$ cat src/rtl/led_pwm_pkg.sv
// led_pwm_pkg: shared constants and types for the led_pwm_ctrl block.
//   NCH / CNT_W / PRE_W     channel count, PWM counter width, prescaler width
//   CTRL_*                  bit positions inside the 32-bit control word
//   ST_*                    field offsets inside the 32-bit status word
//   ctrl_t                  packed view of the control word
// Optional feature macro used by this block: LED_PWM_BREATHE_EN.
package led_pwm_pkg;
    localparam int NCH    = 4;
    localparam int CNT_W  = 16;
    localparam int PRE_W  = 16;
    localparam int WRAP_W = 8;

    localparam int CTRL_EN       = 0;
    localparam int CTRL_INV      = 1;
    localparam int CTRL_CHEN_LSB = 4;
    localparam int CTRL_BR_LSB   = 12;

    localparam int ST_CNT_LSB  = 0;
    localparam int ST_LED_LSB  = 16;
    localparam int ST_WRAP_LSB = 24;

    typedef struct packed {
        logic [31:CTRL_BR_LSB+NCH]             rsvd_hi;
        logic [NCH-1:0]                        breathe;
        logic [CTRL_BR_LSB-1:CTRL_CHEN_LSB+NCH] rsvd_mid;
        logic [NCH-1:0]                        chan_en;
        logic [CTRL_CHEN_LSB-1:2]              rsvd_lo;
        logic                                  invert;
        logic                                  enable;
    } ctrl_t;
endpackage

$ cat src/rtl/led_pwm_ctrl_if.sv
// led_pwm_ctrl_if: register-file side of the PWM LED driver.
//   ctrl, prescale, period, duty   settings from slv_reg (master -> slave)
//   led, period_tick, status       outputs / readback (slave -> master)
interface led_pwm_ctrl_if;
    import led_pwm_pkg::*;

    logic [31:0]          ctrl;
    logic [PRE_W-1:0]     prescale;
    logic [CNT_W-1:0]     period;
    logic [NCH*CNT_W-1:0] duty;
    logic [NCH-1:0]       led;
    logic                 period_tick;
    logic [31:0]          status;

    modport master (output ctrl, prescale, period, duty,
                    input  led, period_tick, status);
    modport slave  (input  ctrl, prescale, period, duty,
                    output led, period_tick, status);
endinterface

$ cat src/rtl/led_pwm_ctrl_channel.sv
// pwm_channel: one PWM output channel.
//   clk, rst_n   clock, async active-low reset
//   enable       global enable; while low the duty shadow tracks its input
//   wrap         PWM period boundary; duty shadow commits here
//   chan_en      channel enable (unshadowed)
//   duty_in      requested duty, pwm_cnt shared PWM counter
//   breathe, period_act  only with LED_PWM_BREATHE_EN
//   raw          unregistered compare result
module pwm_channel
    import led_pwm_pkg::*;
(
    input  logic             clk,
    input  logic             rst_n,
    input  logic             enable,
    input  logic             wrap,
    input  logic             chan_en,
    input  logic [CNT_W-1:0] duty_in,
    input  logic [CNT_W-1:0] pwm_cnt,
`ifdef LED_PWM_BREATHE_EN
    input  logic             breathe,
    input  logic [CNT_W-1:0] period_act,
`endif
    output logic             raw
);
    logic [CNT_W-1:0] duty_act;
    logic [CNT_W-1:0] duty_eff;

    always_ff @(posedge clk or negedge rst_n) begin
        if (!rst_n)
            duty_act <= '0;
        else if (!enable || wrap)
            duty_act <= duty_in;
    end

`ifdef LED_PWM_BREATHE_EN
    // Triangle ramp: climbs one step per period until it passes period_act,
    // then descends to 0 and climbs again.
    logic [CNT_W-1:0] ramp;
    logic             ramp_dn;

    always_ff @(posedge clk or negedge rst_n) begin
        if (!rst_n) begin
            ramp    <= '0;
            ramp_dn <= 1'b0;
        end else if (!enable || !breathe) begin
            ramp    <= '0;
            ramp_dn <= 1'b0;
        end else if (wrap) begin
            if (!ramp_dn) begin
                ramp <= ramp + CNT_W'(1);
                if (ramp >= period_act) ramp_dn <= 1'b1;
            end else begin
                ramp <= ramp - CNT_W'(1);
                if (ramp <= CNT_W'(1)) ramp_dn <= 1'b0;
            end
        end
    end

    assign duty_eff = breathe ? ramp : duty_act;
`else
    assign duty_eff = duty_act;
`endif

    // duty > period gives 100%, duty == 0 gives 0%, both fall out of the compare
    assign raw = chan_en && (pwm_cnt < duty_eff);
endmodule

$ cat src/rtl/led_pwm_ctrl.sv
// led_pwm_ctrl: multi-channel PWM LED driver fed from the AXI-lite register file.
//   axi_aclk, axi_aresetn   clock, async active-low reset
//   bus (slave modport)     ctrl/prescale/period/duty in; led/period_tick/status out
// prescale, period and duty are shadowed and commit only at a PWM wrap;
// invert and chan_en act on the next clock.
// Optional macro LED_PWM_BREATHE_EN builds the per-channel breathe ramps
// (ctrl[15:12]); without it those bits are ignored.
module led_pwm_ctrl
    import led_pwm_pkg::*;
(
    input logic           axi_aclk,
    input logic           axi_aresetn,
    led_pwm_ctrl_if.slave bus
);
    ctrl_t              c;
    logic               enable, invert;
    logic [NCH-1:0]     chan_en;
    logic [PRE_W-1:0]   pre_cnt, prescale_act;
    logic [CNT_W-1:0]   pwm_cnt, period_act;
    logic [WRAP_W-1:0]  wrap_cnt;
    logic               tick, wrap;
    logic [NCH-1:0]     raw, led_d;
    logic [31:0]        status_d;

    assign c       = ctrl_t'(bus.ctrl);
    assign enable  = c.enable;
    assign invert  = c.invert;
    assign chan_en = c.chan_en;

`ifdef LED_PWM_BREATHE_EN
    logic unused_ctrl;
    assign unused_ctrl = ^{c.rsvd_hi, c.rsvd_mid, c.rsvd_lo};
`else
    logic unused_ctrl;
    assign unused_ctrl = ^{c.rsvd_hi, c.breathe, c.rsvd_mid, c.rsvd_lo};
`endif

    assign tick = enable && (pre_cnt == prescale_act);
    assign wrap = tick && (pwm_cnt == period_act);

    // Prescaler, PWM counter, wrap counter and the period/prescale shadows.
    // While disabled the shadows follow the inputs so the first period after
    // enable runs with whatever software has already written.
    always_ff @(posedge axi_aclk or negedge axi_aresetn) begin
        if (!axi_aresetn) begin
            pre_cnt      <= '0;
            pwm_cnt      <= '0;
            wrap_cnt     <= '0;
            prescale_act <= '0;
            period_act   <= '0;
        end else if (!enable) begin
            pre_cnt      <= '0;
            pwm_cnt      <= '0;
            prescale_act <= bus.prescale;
            period_act   <= bus.period;
        end else begin
            pre_cnt <= tick ? '0 : pre_cnt + PRE_W'(1);
            if (wrap) begin
                pwm_cnt      <= '0;
                wrap_cnt     <= wrap_cnt + WRAP_W'(1);
                prescale_act <= bus.prescale;
                period_act   <= bus.period;
            end else if (tick) begin
                pwm_cnt <= pwm_cnt + CNT_W'(1);
            end
        end
    end

    for (genvar i = 0; i < NCH; i++) begin : g_ch
        pwm_channel u_ch (
            .clk        (axi_aclk),
            .rst_n      (axi_aresetn),
            .enable     (enable),
            .wrap       (wrap),
            .chan_en    (chan_en[i]),
            .duty_in    (bus.duty[i*CNT_W +: CNT_W]),
            .pwm_cnt    (pwm_cnt),
`ifdef LED_PWM_BREATHE_EN
            .breathe    (c.breathe[i]),
            .period_act (period_act),
`endif
            .raw        (raw[i])
        );
    end

    // Disabled forces the pins low regardless of invert.
    assign led_d = enable ? (raw ^ {NCH{invert}}) : '0;

    always_comb begin
        status_d = '0;
        status_d[ST_CNT_LSB  +: CNT_W]  = pwm_cnt;
        status_d[ST_LED_LSB  +: NCH]    = led_d;
        status_d[ST_WRAP_LSB +: WRAP_W] = wrap_cnt;
    end

    // period_tick is registered on the same edge that returns pwm_cnt to 0.
    always_ff @(posedge axi_aclk or negedge axi_aresetn) begin
        if (!axi_aresetn) begin
            bus.led         <= '0;
            bus.period_tick <= 1'b0;
            bus.status      <= '0;
        end else begin
            bus.led         <= led_d;
            bus.period_tick <= wrap;
            bus.status      <= status_d;
        end
    end
endmodule

$ cat src/flat_wrapper.sv
// flat-port wrapper written by rule: the top's interface ports become plain ports
module led_pwm_ctrl_flat import led_pwm_pkg::*;
  (axi_aclk, axi_aresetn, bus_ctrl, bus_prescale, bus_period, bus_duty, bus_led, bus_period_tick, bus_status);
  led_pwm_ctrl_if bus_i ();
  input logic axi_aclk;
  input logic axi_aresetn;
  input wire logic [$bits(bus_i.ctrl)-1:0] bus_ctrl;
  input wire logic [$bits(bus_i.prescale)-1:0] bus_prescale;
  input wire logic [$bits(bus_i.period)-1:0] bus_period;
  input wire logic [$bits(bus_i.duty)-1:0] bus_duty;
  output wire logic [$bits(bus_i.led)-1:0] bus_led;
  output wire logic [$bits(bus_i.period_tick)-1:0] bus_period_tick;
  output wire logic [$bits(bus_i.status)-1:0] bus_status;
  assign bus_i.ctrl = bus_ctrl;
  assign bus_i.prescale = bus_prescale;
  assign bus_i.period = bus_period;
  assign bus_i.duty = bus_duty;
  assign bus_led = bus_i.led;
  assign bus_period_tick = bus_i.period_tick;
  assign bus_status = bus_i.status;
  led_pwm_ctrl u_core (.axi_aclk(axi_aclk), .axi_aresetn(axi_aresetn), .bus(bus_i));
endmodule
$ cat config.mk
export PLATFORM = sky130hd
export DESIGN_NAME = led_pwm_ctrl_flat
export DESIGN_NICKNAME = d
export VERILOG_FILES = /design/src/rtl/led_pwm_pkg.sv /design/src/rtl/led_pwm_ctrl_if.sv /design/src/rtl/led_pwm_ctrl_channel.sv /design/src/rtl/led_pwm_ctrl.sv /design/src/flat_wrapper.sv
export SDC_FILE = /design/constraint.sdc
export NUM_CORES = 1
export LEC_CHECK = 0
export ABC_CLOCK_PERIOD_IN_PS = 6480
export BUFFER_PORTS_ARGS = -buffer_cell sky130_fd_sc_hd__buf_4
export CAP_MARGIN = 20
export CELL_PAD_IN_SITES_DETAIL_PLACEMENT = 0
export CELL_PAD_IN_SITES_GLOBAL_PLACEMENT = 1
export CORE_MARGIN = 5
export CORE_UTILIZATION = 30
export DETAILED_ROUTE_END_ITERATION = 6
export GPL_ROUTABILITY_DRIVEN = 1
export PLACE_DENSITY_LB_ADDON = 0.1
export SYNTH_ARGS = -nofsm -noshare
export SYNTH_HDL_FRONTEND = slang
export SYNTH_SLANG_ARGS = --single-unit
$ cat constraint.sdc
create_clock -name axi_aclk -period 6.48 [get_ports axi_aclk]
set_input_delay 1.296 -clock axi_aclk [delete_from_list [all_inputs] [get_ports axi_aclk]]
set_output_delay 1.296 -clock axi_aclk [all_outputs]
set_load 0.02 [all_outputs]
==> impl_results.md, run 1 <==
- Initial antenna violation count: 0
- Root Driver: clkbuf_16
- Gate power share: 12.3%
- Hold_sp: u_core.wrap_cnt[7]$_DFFE_PN0P_
- GRT Residual Overflow: 0
- Crit share post-route: 55.0%
- Routed Antenna Nets: 0
- IO Port Bufs: 136
- Pwr Total: 2.43 mW
- Htree depth: 4
- Mapped Area: 8860 um2
- Cell leakage power: 5.40 nW
- Rows: 63
- Ys async rst share: 100%
- Layout area overhead: 21.2%
- Crit end category: flip-flop
- Clock Skews: 0.0113 ns
- Die Ht: 182 um
- Via density: 4.56
- Worst Hold Slack: 0.402 ns
- Status: complete, no violations
- Yosys reg bits: 165
- Synth area leaders: dfrtp_1 47%, mux2_4 14%, ha_1 8.9%
- Switching Power: 0.618 mW
- Cells after Synth: 739
- Critical Path Start: bus_ctrl[0]
- Slew HR: 33.6%
- Worst flop-to-flop path endpoint: u_core.g_ch[2].u_ch.duty_act[10]$_DFFE_PN0P_
- Vias in the first global route: 6,340
- Slew of the pin with the lowest slew margin: 0.993 ns
- CP max FO: 75
- Clock transition at path regs: 0.07 ns
- Largest net degree at the start of global routing: 92
- WL per Instance: 17.6 um
- Skew-Pair Late Insertion Delay: 0.43 ns
- Top post-synthesis cells by count: 165 x dfrtp_1, 80 x mux2_4, 65 x inv_1, 63 x ha_1, 39 x xor2_1
- Top Ports: 167
- Post-CTS setup buffers: 0
- DR pass1 iterations: 4
- Fmax: 0.281 GHz
- Power Internal: 1.81 mW
- FF-to-FF setup slack: 3.41 ns
- CTS Buffer Depth: 2
- Dpl cells: 1,243
- Syn Area/Cell: 12.0 um2
- Critical Path RT: 6.79 ns
- Wire length of the first global-routing pass: 35,900 um
- Num CTS Buffers: 17
- Synth area leader: dfrtp_1
- Final Hold Viols: 0
- Layout cells sized above 1: 30.8%
- Fillers: 2,908
- DRC Markers: 0
- Reg2Reg Depth: 6
- Initial core utilization: 30.1%
- Die area: 33,100 um2
- Min-Delay Path Class: flip-flop to flip-flop
- Yosys warnings: 0
- Seq/Total Area, Yosys: 46.6%
- RSZ-0062 raised after global routing: false
- Worst hold stages: 0
- Crit path arrival time: 3.87 ns
- Final Slew Violations: 0
- Worst Setup Start Kind: input port
- Switching Share: 25.5%
- Core Util, Final: 36.5%
- GP Congestion: 0.752
- Period minus WS final: 3.56 ns
- Peak VDD IR: 0.158 mV
- Worst r2r src: u_core.pre_cnt[12]$_DFF_PN0_
- Hold endpoint: u_core.bus.status[31]$_DFF_PN0_
- Final setup violating endpoints: 0
- First DRT Iteration DRCs: 253
- Chip width: 182 um
- Worst Setup Path Type: input port to flip-flop
- Post-synth EDFFs: 0
- Clk network pwr share: 40.9%
- Final HPWL DP: 15,300 um
- CTS hold repair buffers: 0
- Diodes inserted: 0
- MaxCap Viol Count: 0
- Via count: 5,827
- Routed WL: 22,500 um
- Power Dens Cells: 226 nW/um2
- Post-cts sizing count: 0
- Sequential power share: 46.8%
- Cell variety after synth: 49
- Nets: 1,067
- CTS Sinks: 165
- Sum Neg Setup Slack: 0 ns
- Layout Cells excl Fill: 1,277
- Ys flop type: dfrtp_1
- Top cell type's share of synthesized area: 46.6%
- CTS tree: yes
- Most frequent cell after synthesis: dfrtp_1
- GRT Util Overall: 13.9%
- Core Area: 29,400 um2
final cells by class:
type	instances	area (um2)	area share [%]
multi-input combinational	482	4200	39.1
tap	390	488	4.54
timing repair buffer	143	1110	10.3
clock buffer	19	443	4.12
inverter	65	244	2.27
clock inverter	13	121	1.13
sequential	165	4130	38.5
cell usage in the layout (no fill, tap or decap), types with 9 or more instances in the layout:
cell type,instances
inv_1,65
xnor2_1,14
nand3_1,17
nand2_1,38
clkbuf_16,17
nor4_1,11
a211oi_1,13
nor2_1,33
nand4_1,9
buf_4,140
mux2_4,80
a21oi_1,25
mux2_2,12
xor2_1,39
dfrtp_1,165
o21ai_0,28
ha_1,63
per-layer routing:
| metal | GRT usage, % | up-vias | wire [um] |
|---|---|---|---|
| li1 | - | 2840 | - |
| met5 | 0 | - | 0 |
| met3 | 2.98 | 10 | 930 |
| met4 | 3.18 | 0 | 153 |
| met1 | 19.0 | 2865 | 10800 |
| met2 | 22.5 | 112 | 10600 |
how the worst max path moves through the flow:
stage                                                   endpoint  cells past startpoint
CTS                 u_core.g_ch[2].u_ch.duty_act[10]$_DFFE_PN0P_                      6
global placement     u_core.g_ch[3].u_ch.duty_act[0]$_DFFE_PN0P_                      6
floorplan            u_core.g_ch[2].u_ch.duty_act[5]$_DFFE_PN0P_                      6
global route        u_core.g_ch[2].u_ch.duty_act[10]$_DFFE_PN0P_                      6
finish              u_core.g_ch[2].u_ch.duty_act[10]$_DFFE_PN0P_                      6
detailed placement   u_core.g_ch[3].u_ch.duty_act[5]$_DFFE_PN0P_                      6
flip-flops by register name, indices dropped and copies added (netlist names):
name and cells:
u_core.wrap_cnt 8, u_core.pwm_cnt 16, u_core.prescale_act 16, u_core.bus.status 25, u_core.pre_cnt 16, u_core.g_ch.u_ch.duty_act 64, u_core.period_act 16, u_core.bus.led 3
u_core.bus.period_tick 1
kinds of logic (layout without fill, tap and decap cells):
| group | after synthesis | after routing | synth area share, % |
|---|---|---|---|
| flops | 165 | 165 | 46.6 |
| xor+xnor | 53 | 53 | 5.24 |
| compound gates | 90 | 90 | 6.24 |
| buf+inv | 95 | 240 | 6.05 |
| mux | 101 | 101 | 16.2 |
| fa+ha+maj | 63 | 63 | 8.90 |
| simple gates | 171 | 171 | 10.7 |
| other cells | 1 | 4 | 0.0423 |
worst max-delay path, stage by stage:
cell and delay, ns:
buf_4 0.29, and2_1 0.27, nand2_1 0.59, o31ai_4 0.48, buf_12 0.49, mux2_2 0.40
power by group through the flow:
stage                     clock network (mW)  logic, mW  registers, mW
final                                  0.992      0.299           1.14
after global routing                    1.06      0.334           1.14
after CTS                               1.03      0.304           1.14
after detailed placement                   0      0.301           1.16
after global placement                     0      0.296           1.15
after floorplan                            0      0.204           1.14
stage by stage:
stage | setup slack (ns) | instance area [um2]
after global placement | 2.53 | 10100
final | 2.92 | 10700
after global routing | 2.81 | 10700
after detailed placement | 2.47 | 10100
after CTS | 2.94 | 10700
after floorplan | 3.87 | 8870
Note: power is estimated with default switching activity, not from simulation.
==> run 2, diff against run 1 <==
--- a/config.mk
+++ b/config.mk
@@ -5,7 +5,7 @@
 export SDC_FILE = /design/constraint.sdc
 export NUM_CORES = 1
 export LEC_CHECK = 0
-export ABC_CLOCK_PERIOD_IN_PS = 6480
+export ABC_CLOCK_PERIOD_IN_PS = 3300
 export BUFFER_PORTS_ARGS = -buffer_cell sky130_fd_sc_hd__buf_4
 export CAP_MARGIN = 20
 export CELL_PAD_IN_SITES_DETAIL_PLACEMENT = 0
==> constraint.sdc (replaced) <==
create_clock -name axi_aclk -period 3.3 [get_ports axi_aclk]
set_input_delay 0.66 -clock axi_aclk [delete_from_list [all_inputs] [get_ports axi_aclk]]
set_output_delay 0.66 -clock axi_aclk [all_outputs]
set_load 0.02 [all_outputs]
==> run 2 against run 1 <==
Against the previous run:
- final area rose by 1.9%
- wire length up 2.1%
- clock power grew 110%
- critical endpoint is now u_core.g_ch[2].u_ch.duty_act[14]$_DFFE_PN0P_
- highest routed layer unchanged
==> impl_results.md, run 2 (synthesized netlist as in run 1, its figures left out) <==
- Final Hold Viols: 0 (unchanged)
- Largest reg by FF count: u_core.g_ch.u_ch.duty_act
- Design Area, Final: 10,900 um2 (+1.9%)
- Worst path max stage delay: 0.56 ns (-0.03 ns)
- Layout cells sized above 1: 32.3% (+1.5 points)
- Final HPWL DP: 16,200 um (+5.5%)
- WL per Instance: 17.7 um (+0.67%)
- CP max FO: 52 (-31%)
- Initial antenna violation count: 0 (unchanged)
- Via count: 5,974 (+2.5%)
- Post-cts sizing count: 0 (unchanged)
- GP Congestion: 0.805 (+7.1%)
- Switching Power: 1.24 mW (+100%)
- Power Dens Cells: 453 nW/um2 (+100%)
- Diodes inserted: 0 (unchanged)
- RSZ-0062 raised after global routing: false
- CTS Sinks: 165 (unchanged)
- CTS Buffer Depth: 2 (unchanged)
- Power Internal: 3.72 mW (+110%)
- Min-Delay Path Class: input port to asynchronous set/reset pin
- Top delay family on crit path: flip-flops
- Clock transition at path regs: 0.07 ns (about the same)
- Crit path max-delay cell type: dfrtp_1
- Buf/Inv on CP: 1 (-1)
- Fmax: 0.367 GHz
- Via density: 4.61 (+1.1%)
- Sum Neg Setup Slack: 0 ns (unchanged)
- Htree depth: 4 (unchanged)
- CTS tree: yes
- Layout area overhead: 23.5%
- Die area: 33,100 um2 (unchanged)
- Chip width: 182 um (unchanged)
- Post-CTS setup buffers: 0 (unchanged)
- Largest net degree at the start of global routing: 80 (-13%)
- Num CTS Buffers: 17 (unchanged)
- Vias in the first global route: 6,548 (+3.3%)
- CTS hold repair buffers: 0 (unchanged)
- Crit end category: flip-flop
- Wire length of the first global-routing pass: 36,500 um (+1.7%)
- Period minus WS final: 2.73 ns
- DRC Markers: 0 (unchanged)
- Worst Setup Start Kind: flip-flop
- MaxCap Viol Count: 0 (unchanged)
- Status: complete, no violations
- Switching Share: 25.0% (-0.43 points)
- Routed WL: 22,900 um (+2.1%)
- First DRT Iteration DRCs: 227 (-10%)
- Slew HR: 47.9% (+14 points)
- Commonest non-fill, non-tap cell in the layout: dfrtp_1
- Clk network pwr share: 43.0% (+2.1 points)
- Worst Setup Path Type: flip-flop to flip-flop
- Clock Skews: 0.0171 ns (+0.00576 ns)
- Registers with the most flip-flops: u_core.g_ch.u_ch.duty_act: 64 flops, u_core.bus.status: 25 flops
- Die Ht: 182 um (unchanged)
- Slew of the pin with the lowest slew margin: 0.782 ns (-0.211 ns)
- Sequential power share: 45.1% (-1.7 points)
- Routed Antenna Nets: 0 (unchanged)
- Crit share post-route: 82.7%
- Nets: 1,085 (+1.7%)
- CP cell instances: xor2_1 -> nor4_1 -> nand4_1 -> o31ai_4 -> buf_12 -> mux2_2
- Area post-placement: 10,300 um2 (+1.7%)
- Skew-Pair Late Insertion Delay: 0.43 ns (about the same)
- Critical Path RT: 3.60 ns (-3.19 ns)
- GRT Residual Overflow: 0 (unchanged)
- Worst Hold Slack: 0.297 ns (-0.105 ns)
- Root Driver: clkbuf_16
- Core Area: 29,400 um2 (unchanged)
- Cell leakage power: 5.52 nW (+2.2%)
- IO Port Bufs: 136 (unchanged)
- Most frequent cells in the layout: 165 x dfrtp_1, 157 x buf_4, 80 x mux2_4
- Peak VDD IR: 0.300 mV (+90%)
- Initial core utilization: 30.1% (unchanged)
- DR pass1 iterations: 4 (unchanged)
- Final setup violating endpoints: 0 (unchanged)
- Top Ports: 167 (unchanged)
- Largest register FFs: 64 (unchanged)
- Rows: 63 (unchanged)
- Final Slew Violations: 0 (unchanged)
- GRT Util Overall: 14.1% (+0.23 points)
- Crit path arrival time: 3.02 ns (-0.85 ns)
- Gate power share: 11.9% (-0.4 points)
-- run 2: area by class of cell --
cell class                 instances  area [um2]
clock buffer                      18         439
timing repair buffer             161        1250
tap                              390         488
clock inverter                    14         184
inverter                          65         244
sequential                       165        4130
multi-input combinational        482        4200
fill                            2896       18500
-- run 2: worst paths after layout --
path,from,end,slack (ns),cells past startpoint
max,u_core.pwm_cnt[10]$_DFFE_PN0P_,u_core.g_ch[2].u_ch.duty_act[14]$_DFFE_PN0P_,0.57,6
min,axi_aresetn,u_core.bus.status[15]$_DFF_PN0_,0.30,1
max reg2reg,u_core.pwm_cnt[10]$_DFFE_PN0P_,u_core.g_ch[2].u_ch.duty_act[14]$_DFFE_PN0P_,0.57,6
min reg2reg,u_core.wrap_cnt[7]$_DFFE_PN0P_,u_core.bus.status[31]$_DFF_PN0_,0.41,0
max in group asynchronous,axi_aresetn,u_core.pre_cnt[8]$_DFF_PN0_,2.20,2
min in group axi_aclk,u_core.wrap_cnt[7]$_DFFE_PN0P_,u_core.bus.status[31]$_DFF_PN0_,0.41,0
-- run 2: per-layer routing --
metal / global-route usage [%] / part of all wire, %
met5: 0 / 0
met3: 2.68 / 4.1
met2: 23.4 / 47
met4: 3.69 / 1.3
met1: 18.9 / 47
-- run 2: per-stage QoR --
step / utilization (%) / instances / worst slack (ns) / power (mW)
after floorplan: - / 742 / 1.06 / 2.65
after global placement: 35.1 / 1263 / 0.589 / 2.86
after detailed placement: 35.1 / 1263 / 0.533 / 2.87
after CTS: 37.2 / 1295 / 0.515 / 5.05
after global routing: 37.2 / 1295 / 0.408 / 5.21
final: 37.2 / 1295 / 0.572 / 4.96
-- run 2: power groups by stage --
stage / logic [mW] / registers (mW) / clock network (mW)
after global routing: 0.661 / 2.25 / 2.30
after floorplan: 0.400 / 2.25 / 0
after CTS: 0.605 / 2.24 / 2.21
final: 0.591 / 2.23 / 2.13
after global placement: 0.589 / 2.27 / 0
after detailed placement: 0.599 / 2.27 / 0
==> run 3, diff against run 2 <==
--- a/config.mk
+++ b/config.mk
@@ -5,7 +5,8 @@
 export SDC_FILE = /design/constraint.sdc
 export NUM_CORES = 1
 export LEC_CHECK = 0
-export ABC_CLOCK_PERIOD_IN_PS = 3300
+export ABC_AREA = 1
+export ABC_CLOCK_PERIOD_IN_PS = 2300
 export BUFFER_PORTS_ARGS = -buffer_cell sky130_fd_sc_hd__buf_4
 export CAP_MARGIN = 20
 export CELL_PAD_IN_SITES_DETAIL_PLACEMENT = 0
==> constraint.sdc (replaced) <==
create_clock -name axi_aclk -period 2.3 [get_ports axi_aclk]
set_input_delay 0.46 -clock axi_aclk [delete_from_list [all_inputs] [get_ports axi_aclk]]
set_output_delay 0.46 -clock axi_aclk [all_outputs]
set_load 0.02 [all_outputs]
==> run 3 against run 2 <==
Against the previous run:
- sequential share of layout area shrank 2.4 points
- synthesized area increased by 6.8%
- worst hold slack got worse by 0.096 ns
- global-route usage up 2.4 points
- clock skew decreased by 0.0041 ns
- fmax is 36% higher
- first-iteration DRC count grew 67%
- final cell count up 42%
- synthesized cell count up 73%
==> impl_results.md, run 3 <==
- Peak VDD IR: 0.524 mV (+74%)
- Seq/Total Area, Yosys: 43.6% (-3.0 points)
- Crit end category: flip-flop
- Multi-input logic area: 4330 um2 (+2.9%)
- Final Slew Violations: 0 (unchanged)
- Final Hold Viols: 0 (unchanged)
- WL per Instance: 15.3 um (-14%)
- Rows: 65 (+3.2%)
- Final HPWL DP: 19,900 um (+23%)
- Yosys reg bits: 165 (unchanged)
- Status: complete, no violations
- IO Port Bufs: 136 (unchanged)
- DRC Markers: 0 (unchanged)
- Root Driver: clkbuf_16
- Via density: 4.48 (-2.8%)
- CTS tree: yes
- Cell leakage power: 6.73 nW (+22%)
- Worst flop-to-flop path endpoint: u_core.g_ch[2].u_ch.duty_act[3]$_DFFE_PN0P_
- Synth area leaders: dfrtp_1 44%, nand2_1 17%, ha_1 8.3%
- Routed Antenna Nets: 0 (unchanged)
- Worst path max stage delay: 0.45 ns (-0.11 ns)
- GRT Residual Overflow: 0 (unchanged)
- Skew-Pair Late Insertion Delay: 0.45 ns (+0.02 ns)
- Final setup violating endpoints: 0 (unchanged)
- Clock Skews: 0.0130 ns (-0.00407 ns)
- Sequential cell area: 4130 um2 (unchanged)
- Yosys warnings: 0 (unchanged)
- Met2 routed WL: 13,200 um (+22%)
- Commonest non-fill, non-tap cell in the layout: nand2_1
- Worst r2r src: u_core.pwm_cnt[15]$_DFFE_PN0P_
- Top sig layer: met4
- Post-synth EDFFs: 0 (unchanged)
- Top Ports: 167 (unchanged)
- Largest register FFs: 64 (unchanged)
- CP Capture Point: u_core.g_ch[2].u_ch.duty_act[3]$_DFFE_PN0P_
- Wire length of the first global-routing pass: 46,000 um (+26%)
- CP Depth: 11 (+5)
- CP max FO: 56 (+7.7%)
- Top cell type's share of synthesized area: 43.6% (-3.0 points)
- Slew HR: 60.4% (+13 points)
- Routed metal-1 wirelength: 13,600 um (+26%)
- Fillers: 3,353 (+16%)
- Worst Setup Path Type: flip-flop to flip-flop
- CP cell instances: inv_1 -> nand2_1 -> nand2_1 -> nor2_1 -> nand2_1 -> nor2_1 -> nand2_2 -> o21ai_4 -> buf_12 -> nand2_1 -> nand2_1
- Largest net degree at the start of global routing: 84 (+5.0%)
- Layout cells sized above 1: 14.7% (-18 points)
- Worst Setup Start Kind: flip-flop
- Layout Cells excl Fill: 1,837 (+42%)
- Diodes inserted: 0 (unchanged)
- First DRT Iteration DRCs: 378 (+67%)
- Sum Neg Setup Slack: 0 ns (unchanged)
- Via count: 8,235 (+38%)
- Routed WL: 28,100 um (+23%)
- Met3 routed WL: 875 um (-7.4%)
- CTS Buffer Depth: 2 (unchanged)
- Die area: 35,200 um2 (+6.5%)
- Critical Path RT: 2.69 ns (-0.91 ns)
- Vias in the first global route: 8,528 (+30%)
- Registers with the most flip-flops: u_core.g_ch.u_ch.duty_act: 64 flops, u_core.bus.status: 25 flops
- CTS Sinks: 165 (unchanged)
- Slew of the pin with the lowest slew margin: 0.594 ns (-0.188 ns)
- RSZ-0062 raised after global routing: false
- Buf/Inv on CP: 2 (+1)
- DR pass1 iterations: 5 (+1)
- Crit path arrival time: 2.40 ns (-0.62 ns)
- Top delay family on crit path: simple AND/OR/NAND/NOR gates
- Crit path max-delay cell type: dfrtp_1
- Chip width: 188 um (+3.2%)
- Most common cell on crit path: nand2_1
- Min-Delay Path Class: input port to flip-flop
- MaxCap Viol Count: 0 (unchanged)
- Most frequent cells in the layout: 439 x nand2_1, 191 x inv_1, 165 x dfrtp_1
- Most frequent cell after synthesis: nand2_1
- Syn Area/Cell: 7.38 um2 (-38%)
- Synth area leader: dfrtp_1
- Clock transition at path regs: 0.07 ns (about the same)
- Initial antenna violation count: 0 (unchanged)
- Layout area overhead: 23.4% (about the same)
- Post-cts sizing count: 0 (unchanged)
- Initial core utilization: 30.2% (+0.097 points)
- Power Dens Cells: 598 nW/um2 (+32%)
- Dpl cells: 1,805 (+43%)
- Cell variety after synth: 25 (-49%)
- Top post-synthesis cells by count: 439 x nand2_1, 191 x inv_1, 165 x dfrtp_1, 156 x nand3_1, 83 x nor2_1
- Ys async rst share: 100% (unchanged)
- Largest reg by FF count: u_core.g_ch.u_ch.duty_act
- Die Ht: 188 um (+3.2%)
- Core Area: 31,300 um2 (+6.5%)
- GRT Util Overall: 16.4% (+2.4 points)
- FF-to-FF setup slack: 0.29 ns (-0.28 ns)
- Crit share post-route: 87.3% (+4.6 points)
- Fmax: 0.498 GHz (+36%)
- Htree depth: 4 (unchanged)
- Ys flop type: dfrtp_1
- Critical Path Start: u_core.pwm_cnt[15]$_DFFE_PN0P_
- GP Congestion: 0.813 (+1.1%)
- Nets: 1,616 (+49%)
- Cells after Synth: 1,282 (+73%)
- Mapped Area: 9460 um2 (+6.8%)
- Reg2Reg Depth: 11 (+5)
- Period minus WS final: 2.01 ns (-0.720 ns)
- Num CTS Buffers: 17 (unchanged)
run 3: changes by cell type after synthesis, sizes merged, moves of 28 or more:
cell   before  now
inv        65  197
mux2       97    0
nor2       33   83
nand4       9   37
nand3      18  156
nand2      38  441
run 3: stage by stage:
stage                     instance area [um2]  power, mW  util, %  hold WS, ns  setup slack (ns)
after CTS                               11700       7.11     37.3        0.185             0.244
after global placement                  11100       4.07     35.4        0.383             0.287
final                                   11700       6.99     37.3        0.201             0.293
after floorplan                          9470       3.70        -        0.164             0.543
after global routing                    11700       7.38     37.3        0.184            0.0617
after detailed placement                11100       4.07     35.4        0.389             0.269
run 3: worst reg2reg max path: cells and delay by family (launching register included):
family,cells,cell delay [ns]
buffers and inverters,2,0.34
AO/OA/AOI/OAI,1,0.24
flip-flops,1,0.45
AND/OR/NAND/NOR,8,0.92
run 3: final cells by class:
class	count	area share [%]
multi-input combinational	870	37.0
inverter	197	6.33
tap	402	4.31
clock inverter	12	1.33
timing repair buffer	172	11.9
clock buffer	19	3.79
sequential	165	35.4
run 3: how the worst min path moves through the flow:
stage,startpoint,to,slack [ns],cells after the start
floorplan,axi_aresetn,u_core.bus.led[0]$_DFF_PN0_,0.16,0
global placement,u_core.wrap_cnt[6]$_DFFE_PN0P_,u_core.bus.status[30]$_DFF_PN0_,0.38,0
detailed placement,u_core.wrap_cnt[6]$_DFFE_PN0P_,u_core.bus.status[30]$_DFF_PN0_,0.39,0
CTS,bus_duty[21],u_core.g_ch[1].u_ch.duty_act[5]$_DFFE_PN0P_,0.19,3
global route,bus_duty[2],u_core.g_ch[0].u_ch.duty_act[2]$_DFFE_PN0P_,0.18,3
finish,bus_duty[10],u_core.g_ch[0].u_ch.duty_act[10]$_DFFE_PN0P_,0.20,3
run 3: power by group:
| group | total [mW] | internal (mW) | leakage (nW) | switching (mW) |
|---|---|---|---|---|
| logic | 0.836 | 0.358 | 4.32 | 0.478 |
| registers | 3.17 | 3.06 | 2.12 | 0.105 |
| clock network | 2.98 | 1.73 | 0.289 | 1.25 |
| total | 6.99 | 5.15 | 6.73 | 1.83 |
run 3: repair_timing:
item / CTS / global route
hold buffers: 1 / 0
buffers inserted: 0 / 0
endpoints found under the hold margin: 40 / 0
run 3: routing by layer:
layer | GRT usage (%) | vias up
met5 | 0 | -
met4 | 3.81 | 0
met3 | 3.52 | 19
met2 | 27.0 | 132
met1 | 22.3 | 3815
li1 | - | 4269
run 3: kinds of logic after synthesis:
logic type / Yosys count / synth area share [%]
flip-flops: 165 / 43.6
buffers and inverters: 250 / 10.8
XOR/XNOR: 21 / 1.94
other: 1 / 0.0396
AO/OA/AOI/OAI: 41 / 2.29
AND/OR/NAND/NOR: 741 / 32.9
adder cells (fa/ha/maj): 63 / 8.33
